[src/rtl/pipeline_ctrl_pkg.sv]
// Shared definitions for the pipeline stall/flush sequencer: address width,
// FSM state and flush-kind encodings, and pipeline stage indices.
package pipeline_ctrl_pkg;

    // Width of every PC-sized bus (exception targets, redirect targets).
    localparam int ADDR_W = 32;

    // Stage indices. Index 0 is the oldest frontend stage.
    localparam int STAGE_IF    = 0;
    localparam int STAGE_ID    = 1;
    localparam int STAGE_ROB   = 2;
    localparam int STAGE_ISSUE = 3;
    localparam int STAGE_EXEC  = 4;

    typedef enum logic [1:0] {
        PCTRL_RUN      = 2'd0,
        PCTRL_FLUSH    = 2'd1,
        PCTRL_REDIRECT = 2'd2,
        PCTRL_RECOVER  = 2'd3
    } pctrl_state_e;

    // MISP is the reset value of the latched kind.
    typedef enum logic {
        FLUSH_KIND_MISP = 1'b0,
        FLUSH_KIND_EXC  = 1'b1
    } flush_kind_e;

endpackage

[src/rtl/pipeline_ctrl_stall_suffix_or.sv]
// Suffix-OR of per-stage stall requests: a stalled stage also holds every
// older (lower-index) stage behind it.
module stall_suffix_or #(
    parameter int WIDTH = 5
) (
    input  logic [WIDTH-1:0] req_i,
    output logic [WIDTH-1:0] stall_o
);

    logic acc;

    // Walk from the youngest stage down, accumulating any stall seen so far.
    always_comb begin
        acc     = 1'b0;
        stall_o = '0;
        for (int i = WIDTH - 1; i >= 0; i--) begin
            acc        = acc | req_i[i];
            stall_o[i] = acc;
        end
    end

endmodule

[src/rtl/pipeline_ctrl.sv]
// Central stall/flush sequencer. Converts stage stall requests into a
// back-propagating stall vector, and exception/mispredict events into a
// one-cycle flush, a PC redirect offered to fetch, and a recovery window
// during which the frontend is held.
//
// Redirect handshake: redirect_valid/redirect_pc form a valid/ready pair with
// fetch. A transfer happens on a clock edge where redirect_valid and
// redirect_ready are both high. Once valid is raised it stays high and
// redirect_pc stays stable until that transfer, unless an exception
// overrides the pending redirect by re-entering FLUSH with a new target.
module pipeline_ctrl
    import pipeline_ctrl_pkg::*;
#(
    parameter int STAGE_NUM       = 5,
    parameter int FRONTEND_STAGES = 2,
    parameter int RECOVERY_CYCLES = 2,
    parameter int REC_CNT_WIDTH   = 2
) (
    input  logic                 clk,
    input  logic                 rst,
    input  logic [STAGE_NUM-1:0] stall_req,
    input  logic                 exc_req,
    input  logic [ADDR_W-1:0]    exc_pc,
    input  logic                 mispredict_req,
    input  logic [ADDR_W-1:0]    mispredict_pc,
    input  logic                 redirect_ready,
    output logic [STAGE_NUM-1:0] stall,
    output logic [STAGE_NUM-1:0] flush,
    output logic                 redirect_valid,
    output logic [ADDR_W-1:0]    redirect_pc,
    output logic                 busy
);

    pctrl_state_e             state_q, state_d;
    flush_kind_e              kind_q, kind_d;
    logic [ADDR_W-1:0]        target_q, target_d;
    logic [REC_CNT_WIDTH-1:0] rec_cnt_q, rec_cnt_d;

    logic [STAGE_NUM-1:0]     base_stall;
    logic [STAGE_NUM-1:0]     fe_mask;

    stall_suffix_or #(
        .WIDTH (STAGE_NUM)
    ) u_suffix (
        .req_i   (stall_req),
        .stall_o (base_stall)
    );

    // Constant mask of the frontend stages, flushed on mispredict and held
    // while a redirect is pending or recovering.
    always_comb begin
        fe_mask = '0;
        for (int i = 0; i < STAGE_NUM; i++) begin
            fe_mask[i] = (i < FRONTEND_STAGES);
        end
    end

    // State register with synchronous reset; a pending redirect is dropped.
    always_ff @(posedge clk) begin
        if (rst) begin
            state_q   <= PCTRL_RUN;
            kind_q    <= FLUSH_KIND_MISP;
            target_q  <= '0;
            rec_cnt_q <= '0;
        end else begin
            state_q   <= state_d;
            kind_q    <= kind_d;
            target_q  <= target_d;
            rec_cnt_q <= rec_cnt_d;
        end
    end

    // Next-state logic. Exceptions are older than anything in flight, so they
    // always restart the sequence; a mispredict is only taken from RUN.
    always_comb begin
        state_d   = state_q;
        kind_d    = kind_q;
        target_d  = target_q;
        rec_cnt_d = rec_cnt_q;

        if (exc_req) begin
            state_d  = PCTRL_FLUSH;
            kind_d   = FLUSH_KIND_EXC;
            target_d = exc_pc;
        end else begin
            case (state_q)
                PCTRL_RUN: begin
                    if (mispredict_req) begin
                        state_d  = PCTRL_FLUSH;
                        kind_d   = FLUSH_KIND_MISP;
                        target_d = mispredict_pc;
                    end
                end
                PCTRL_FLUSH, PCTRL_REDIRECT: begin
                    if (redirect_ready) begin
                        if (RECOVERY_CYCLES == 0) begin
                            state_d = PCTRL_RUN;
                        end else begin
                            state_d   = PCTRL_RECOVER;
                            rec_cnt_d = REC_CNT_WIDTH'(RECOVERY_CYCLES);
                        end
                    end else begin
                        state_d = PCTRL_REDIRECT;
                    end
                end
                PCTRL_RECOVER: begin
                    if (rec_cnt_q <= REC_CNT_WIDTH'(1)) begin
                        state_d   = PCTRL_RUN;
                        rec_cnt_d = '0;
                    end else begin
                        rec_cnt_d = rec_cnt_q - 1'b1;
                    end
                end
                default: state_d = PCTRL_RUN;
            endcase
        end
    end

    // Output decode from the current state; everything is forced low while
    // reset is asserted.
    always_comb begin
        stall          = '0;
        flush          = '0;
        redirect_valid = 1'b0;
        redirect_pc    = '0;
        busy           = 1'b0;

        if (!rst) begin
            busy = (state_q != PCTRL_RUN);
            case (state_q)
                PCTRL_RUN: begin
                    stall = base_stall;
                end
                PCTRL_FLUSH: begin
                    flush          = (kind_q == FLUSH_KIND_EXC) ? '1 : fe_mask;
                    redirect_valid = 1'b1;
                    redirect_pc    = target_q;
                end
                PCTRL_REDIRECT: begin
                    stall          = base_stall | fe_mask;
                    redirect_valid = 1'b1;
                    redirect_pc    = target_q;
                end
                PCTRL_RECOVER: begin
                    stall = base_stall | fe_mask;
                end
                default: begin
                    stall = base_stall;
                end
            endcase
        end
    end

endmodule

[config.mk]
export PLATFORM = sky130hd
export DESIGN_NAME = pipeline_ctrl
export DESIGN_NICKNAME = d
export VERILOG_FILES = /design/src/rtl/pipeline_ctrl_pkg.sv /design/src/rtl/pipeline_ctrl_stall_suffix_or.sv /design/src/rtl/pipeline_ctrl.sv
export SDC_FILE = /design/constraint.sdc
export NUM_CORES = 1
export LEC_CHECK = 0
export ABC_AREA = 1
export CELL_PAD_IN_SITES_DETAIL_PLACEMENT = 1
export CELL_PAD_IN_SITES_GLOBAL_PLACEMENT = 1
export CORE_MARGIN = 5
export CORE_UTILIZATION = 31
export CTS_BUF_LIST = sky130_fd_sc_hd__clkbuf_4
export DETAILED_ROUTE_END_ITERATION = 8
export PLACE_DENSITY_LB_ADDON = 0.1
export SETUP_SLACK_MARGIN = 0.15
export SLEW_MARGIN = 30
export SYNTH_ARGS = -nofsm -noshare
export SYNTH_HDL_FRONTEND = slang
export SYNTH_SLANG_ARGS = --single-unit
[constraint.sdc]
create_clock -name clk -period 2 [get_ports clk]
set_input_delay 0.3 -clock clk [delete_from_list [all_inputs] [get_ports clk]]
set_output_delay 0.3 -clock clk [all_outputs]
set_load 0.005 [all_outputs]
---- Word-level counts from Yosys, hierarchy flattened ----
Index checks and enable logic that the tools add are counted.
storage, ports and cells
  register bits ........................... 37
  input bits .............................. 74
  output and inout port bits .............. 44
  word-level logic and storage cells ...... 56
operators by class
  mux-type cells .......................... 24
  bitwise operators ....................... 5
  reduce and logical (&&, ||, !) cells .... 12
  order comparisons ....................... 1
  equal/unequal tests ..................... 8
  add/subtract/negate cells ............... 1
operator list
  cell                   count
  $mux W32               5
  $mux W5                4
  $pmux W5 S2            1
  $mux W1                8
  $mux W2                4
  $reduce_bool A2 Y1     4
  $ne A3 B3 Y1 const B   2
  $pmux W2 S3            1
  $reduce_and A2 Y1      3
  $reduce_or A2 Y1       3
  $eq A2 B2 Y1 const B   2
  $ne A2 B2 Y1 const B   2
  $or A1 B1 Y1           4
  $pmux W2 S2            1
  $reduce_and A3 Y1      1
  $eq A2 B1 Y1 const B   1
  $le A2 B1 Y1 const B   1
  $logic_not A2 Y1       1
  $ne A2 B1 Y1 const B   1
  $sub A2 B1 Y2 const B  1
  $not A1 Y1             1

---- Logic depth before layout (Yosys ltp) ----
  depth after elaboration ................. 6
  depth in mapped cells ................... 9
  depth with buffers taken out ............ 8

---- By module ----
From an unflattened synthesis, not the netlist that was laid out.
unflattened totals
  cell total of the unflattened synthesis .. 394
  area, all modules ....................... 2,299.7 um^2
by module, submodules not included
  module           sequential area each (um^2)  area an instance (um^2)  cells each  times used
  pipeline_ctrl    740.7                        2,248.4                  384         1
  stall_suffix_or  0.0                          51.3                     10          1

---- Worst setup path before layout ----
Ideal clock, no wire load.
  kind .................................... register to output
  start point ............................. register state_q[0]
  end point ............................... output redirect_pc[13]
  slack ................................... 0.495 ns
  cell stages (with the launch flop) ...... 7
  data required time ...................... 1.700 ns
  path buffers ............................ 2
  arrival time ............................ 1.205 ns
  path through ............................ dfxtp_1 > inv_1 > ha_1 > buf_2 > buf_2 > nand2_1 > nor2_1
on the way
  longest elaborated chain between the ends .. 4
  elaborated cells on any way between the ends .. 5
  those cells by class .................... eq/ne: 2; mux: 2; reduce/logical: 1
RTL lines
  element                                              RTL line              source
  from (decl)                                          pipeline_ctrl.sv:34   pctrl_state_e state_q, state_d;
  from (signal assigned)                               pipeline_ctrl.sv:66   state_q <= state_d;
  $eq A2 B1 Y1 / $eq A2 B2 Y1 (equally long branches)  pipeline_ctrl.sv:130  case (state_q)
  $reduce_or A2 Y1 (no source line) (*)                n/a
  $mux W32 (*)                                         pipeline_ctrl.sv:130
  $mux W32 (*)                                         pipeline_ctrl.sv:128  if (!rst) begin
  to (decl)                                            pipeline_ctrl.sv:30   output logic [ADDR_W-1:0] redirect_pc,
Mark *: on every way between the ends. The rest lies on a longest branch, timed or not.

---- Worst setup path in the final report ----
  start point ............................. register state_q[1]
  end point ............................... output redirect_pc[0]
The elaborated chain is that of the path after synthesis.

==> impl_metrics.tcl <==
set metrics [dict create \
    worst_r2r_path_depth 11 \
    multi_input_area_sq_um 1700 \
    min_from "rst" \
    seq_area_frac_synth 0.292 \
    io_buffers 117 \
    synth_top_family_by_area "simple AND/OR/NAND/NOR gates" \
    hp-class "in2reg" \
    cts.clk_slew.worst_paths_ns 0.11 \
    grt_pass1_vias 2887 \
    power_density_nw_per_um2 528 \
    worst_slack_ns 0.0464 \
    cp_max_fo 4 \
    firstDrtPassIters 4 \
    synth_nets 470 \
    synth.area.top_cells "dfxtp_1, nand2_1, a21oi_2, nand2_2, nor2_1" \
    ctsHtreeMaxLevel 2 \
    place_hpwl_microns 5500 \
    critPathMaxStageDelay_ns 0.39 \
    area_growth_syn_to_layout_pct 61.3 \
    cts_tree "yes" \
    n_antenna_cell 0 \
    reg2reg_setup_slack_ns 0.29 \
    io_pins 118 \
    regArea_sq_um 748 \
    max_cap_violations 0 \
    clk_latency_ns 0.34 \
    power_leakage_uw 0.00194 \
    root_buffer "clkbuf_4" \
    initial_core_util 0.314 \
    synthAdderAreaFrac 0.0296 \
    outcome "completed" \
    yosys_warnings 0 \
    fin_util 0.506 \
    synth_xor_area_frac 0 \
    dieArea_sq_um 10100 \
    synth_top_area_frac 0.292 \
    r2r_start "state_q[0]" \
    critical_path.cell_chain "inv_6, ha_4, buf_6, buf_12, buf_16, nand2_2, nor2_1, buf_2" \
    cts.sinks 37 \
    wl_per_cell_microns 14.4 \
    synth.mux.area_fraction 0 \
    slew-limit-headroom 0.745 \
    syn_inst 390 \
    fillers 1053 \
    start_kind "flop" \
    yosys.area_share.simple 0.429 \
    drc 0 \
    power_uw 2160 \
    drt_iter0_drc 47 \
    report.final.slew_viol_count 0 \
    numCtsBuffers 5 \
    grt_overflow_total 0 \
    place.gp.congestion 0.781 \
    clock_path_buffers 2 \
    syn_area_per_cell_sq_um 6.51 \
    hold_buffers 0 \
    fp.dieH_microns 100 \
    grt_first_pass_wirelength_microns 14300 \
    grt_max_degree 48 \
    holdWs_ns 0.348 \
    synth_top_area_cell "dfxtp_1" \
    startpoint "state_q[1]" \
    die_x_microns 100 \
    nets 594 \
    antenna_left 0 \
    finalClockSkew_ns 0.0128 \
    end_kind "primary output" \
    peakVddDrop_mv 0.234 \
    tns_ns 0 \
    crit_required_ns 1.70 \
    vias 2781 \
    fin_crit_sh 0.977 \
    viasPerCell 4.49 \
    std_cell_rows 33 \
    synth-seq-cells 37 \
    syn-cell-area_sq_um 2540 \
    period_minus_slack_ns 1.95 \
    grt_setup_unrepaired "true" \
    synth_compound_area_frac 0.125 \
    synth_cell_types 20 \
    hold_viol_final 0 \
    core_area_sq_um 8090 \
    finalSetupViolations 0 \
    antenna_found_initial 0 \
    worstReg2RegEnd "rec_cnt_q[0]" \
    max_freq_ghz 0.512 \
    crit_slowest_cell "dfxtp_4" \
    crit_arrival_ns 1.65 \
    place_ws_ns -0.0772 \
    tightest_slew_ns 0.383 \
    grt_util_all_layers 0.178 \
    wirelength_microns 8920 \
    endpoint "redirect_pc[0]" \
    critical_path_class "reg2out" \
    drive_gt1_frac 0.374 \
]
how the worst min path moves through the flow:
stage	endpoint	slack, ns	cells after the start
detailed placement	target_q[9]	0.46	2
floorplan	target_q[12]	0.44	2
global placement	target_q[12]	0.45	2
CTS	target_q[9]	0.33	3
global route	target_q[9]	0.34	3
finish	target_q[9]	0.35	3
synth_stat cells (all sizes together):
cell      n
dfxtp    37
o21ai     3
and3      1
nand2   213
ha        6
inv      14
nor2     48
buf      27
nand3     1
clkbuf    1
nor3      1
a21oi    38
layer usage:
metal  global-route usage  routed length, microns  vias up
met4               0.0539                     164        0
met1                0.228                    3960     1265
li1                     -                       -     1432
met3               0.0401                     491       14
met5                    0                       0        -
met2                0.299                    4310       70
sequential cells by signal, indices dropped and copies added (netlist names):
register	count
target_q	32
rec_cnt_q	2
state_q	2
kind_q	1
stage by stage:
stage / instances / cell area (sq um)
3_3_place_gp: 591 / 3680
2_1_floorplan: 390 / 2540
6_report: 619 / 4100
5_1_grt: 619 / 4100
3_5_place_dp: 591 / 3680
4_1_cts: 617 / 4000
timing repair:
item / CTS / global route
endpoints found under the setup margin: 44 / 38
resized for setup: 224 / 25
buffers inserted: 13 / 2
pin swaps: 25 / 16
gates cloned: 6 / 0
logic make-up (layout without fill, tap and decap cells):
logic type,count (synthesis),count (layout)
adder cells (fa/ha/maj),6,6
AO/OA/AOI/OAI,41,41
buffers and inverters,42,166
AND/OR/NAND/NOR,264,264
flip-flops,37,37
final cells by class:
class	count	share of cell area
clock inverters	1	0.000917
inverters	14	0.0202
repair buffers	145	0.338
well taps	105	0.0321
flip-flops and latches	37	0.183
multi-input cells	311	0.415
clock buffers	6	0.0110
power breakdown:
group / internal (uW) / switching [uW]
combinational: 500 / 436
clock: 141 / 238
sequential: 791 / 54.1
total: 1430 / 728
layout by cell type, fill, tap and decap left out:
master / count
buf_2: 38
nor2_1: 38
buf_12: 6
nand2_8: 1
nand2_2: 52
nor2_4: 1
clkinv_1: 1
a21oi_2: 30
o21ai_1: 1
a21oi_1: 8
dfxtp_4: 2
inv_8: 1
dfxtp_1: 35
ha_4: 4
clkdlybuf4s15_1: 1
nand2_1: 149
nor2_2: 9
buf_16: 6
o21ai_0: 2
buf_4: 12
clkbuf_2: 3
inv_4: 2
clkbuf_4: 6
inv_12: 1
clkdlybuf4s50_1: 71
inv_6: 1
dlygate4sd2_1: 3
ha_2: 1
nor3_1: 1
nand2_4: 11
ha_1: 1
buf_6: 5
inv_1: 9
and3_1: 1
nand3_1: 1
worst max-delay path, delay by kind of cell (launching register included):
family / cells / cell delay (ns)
adder cells (fa/ha/maj): 1 / 0.30
flip-flops: 1 / 0.39
buffers and inverters: 5 / 0.51
AND/OR/NAND/NOR: 2 / 0.11
Power figures use the tool's default switching activity.
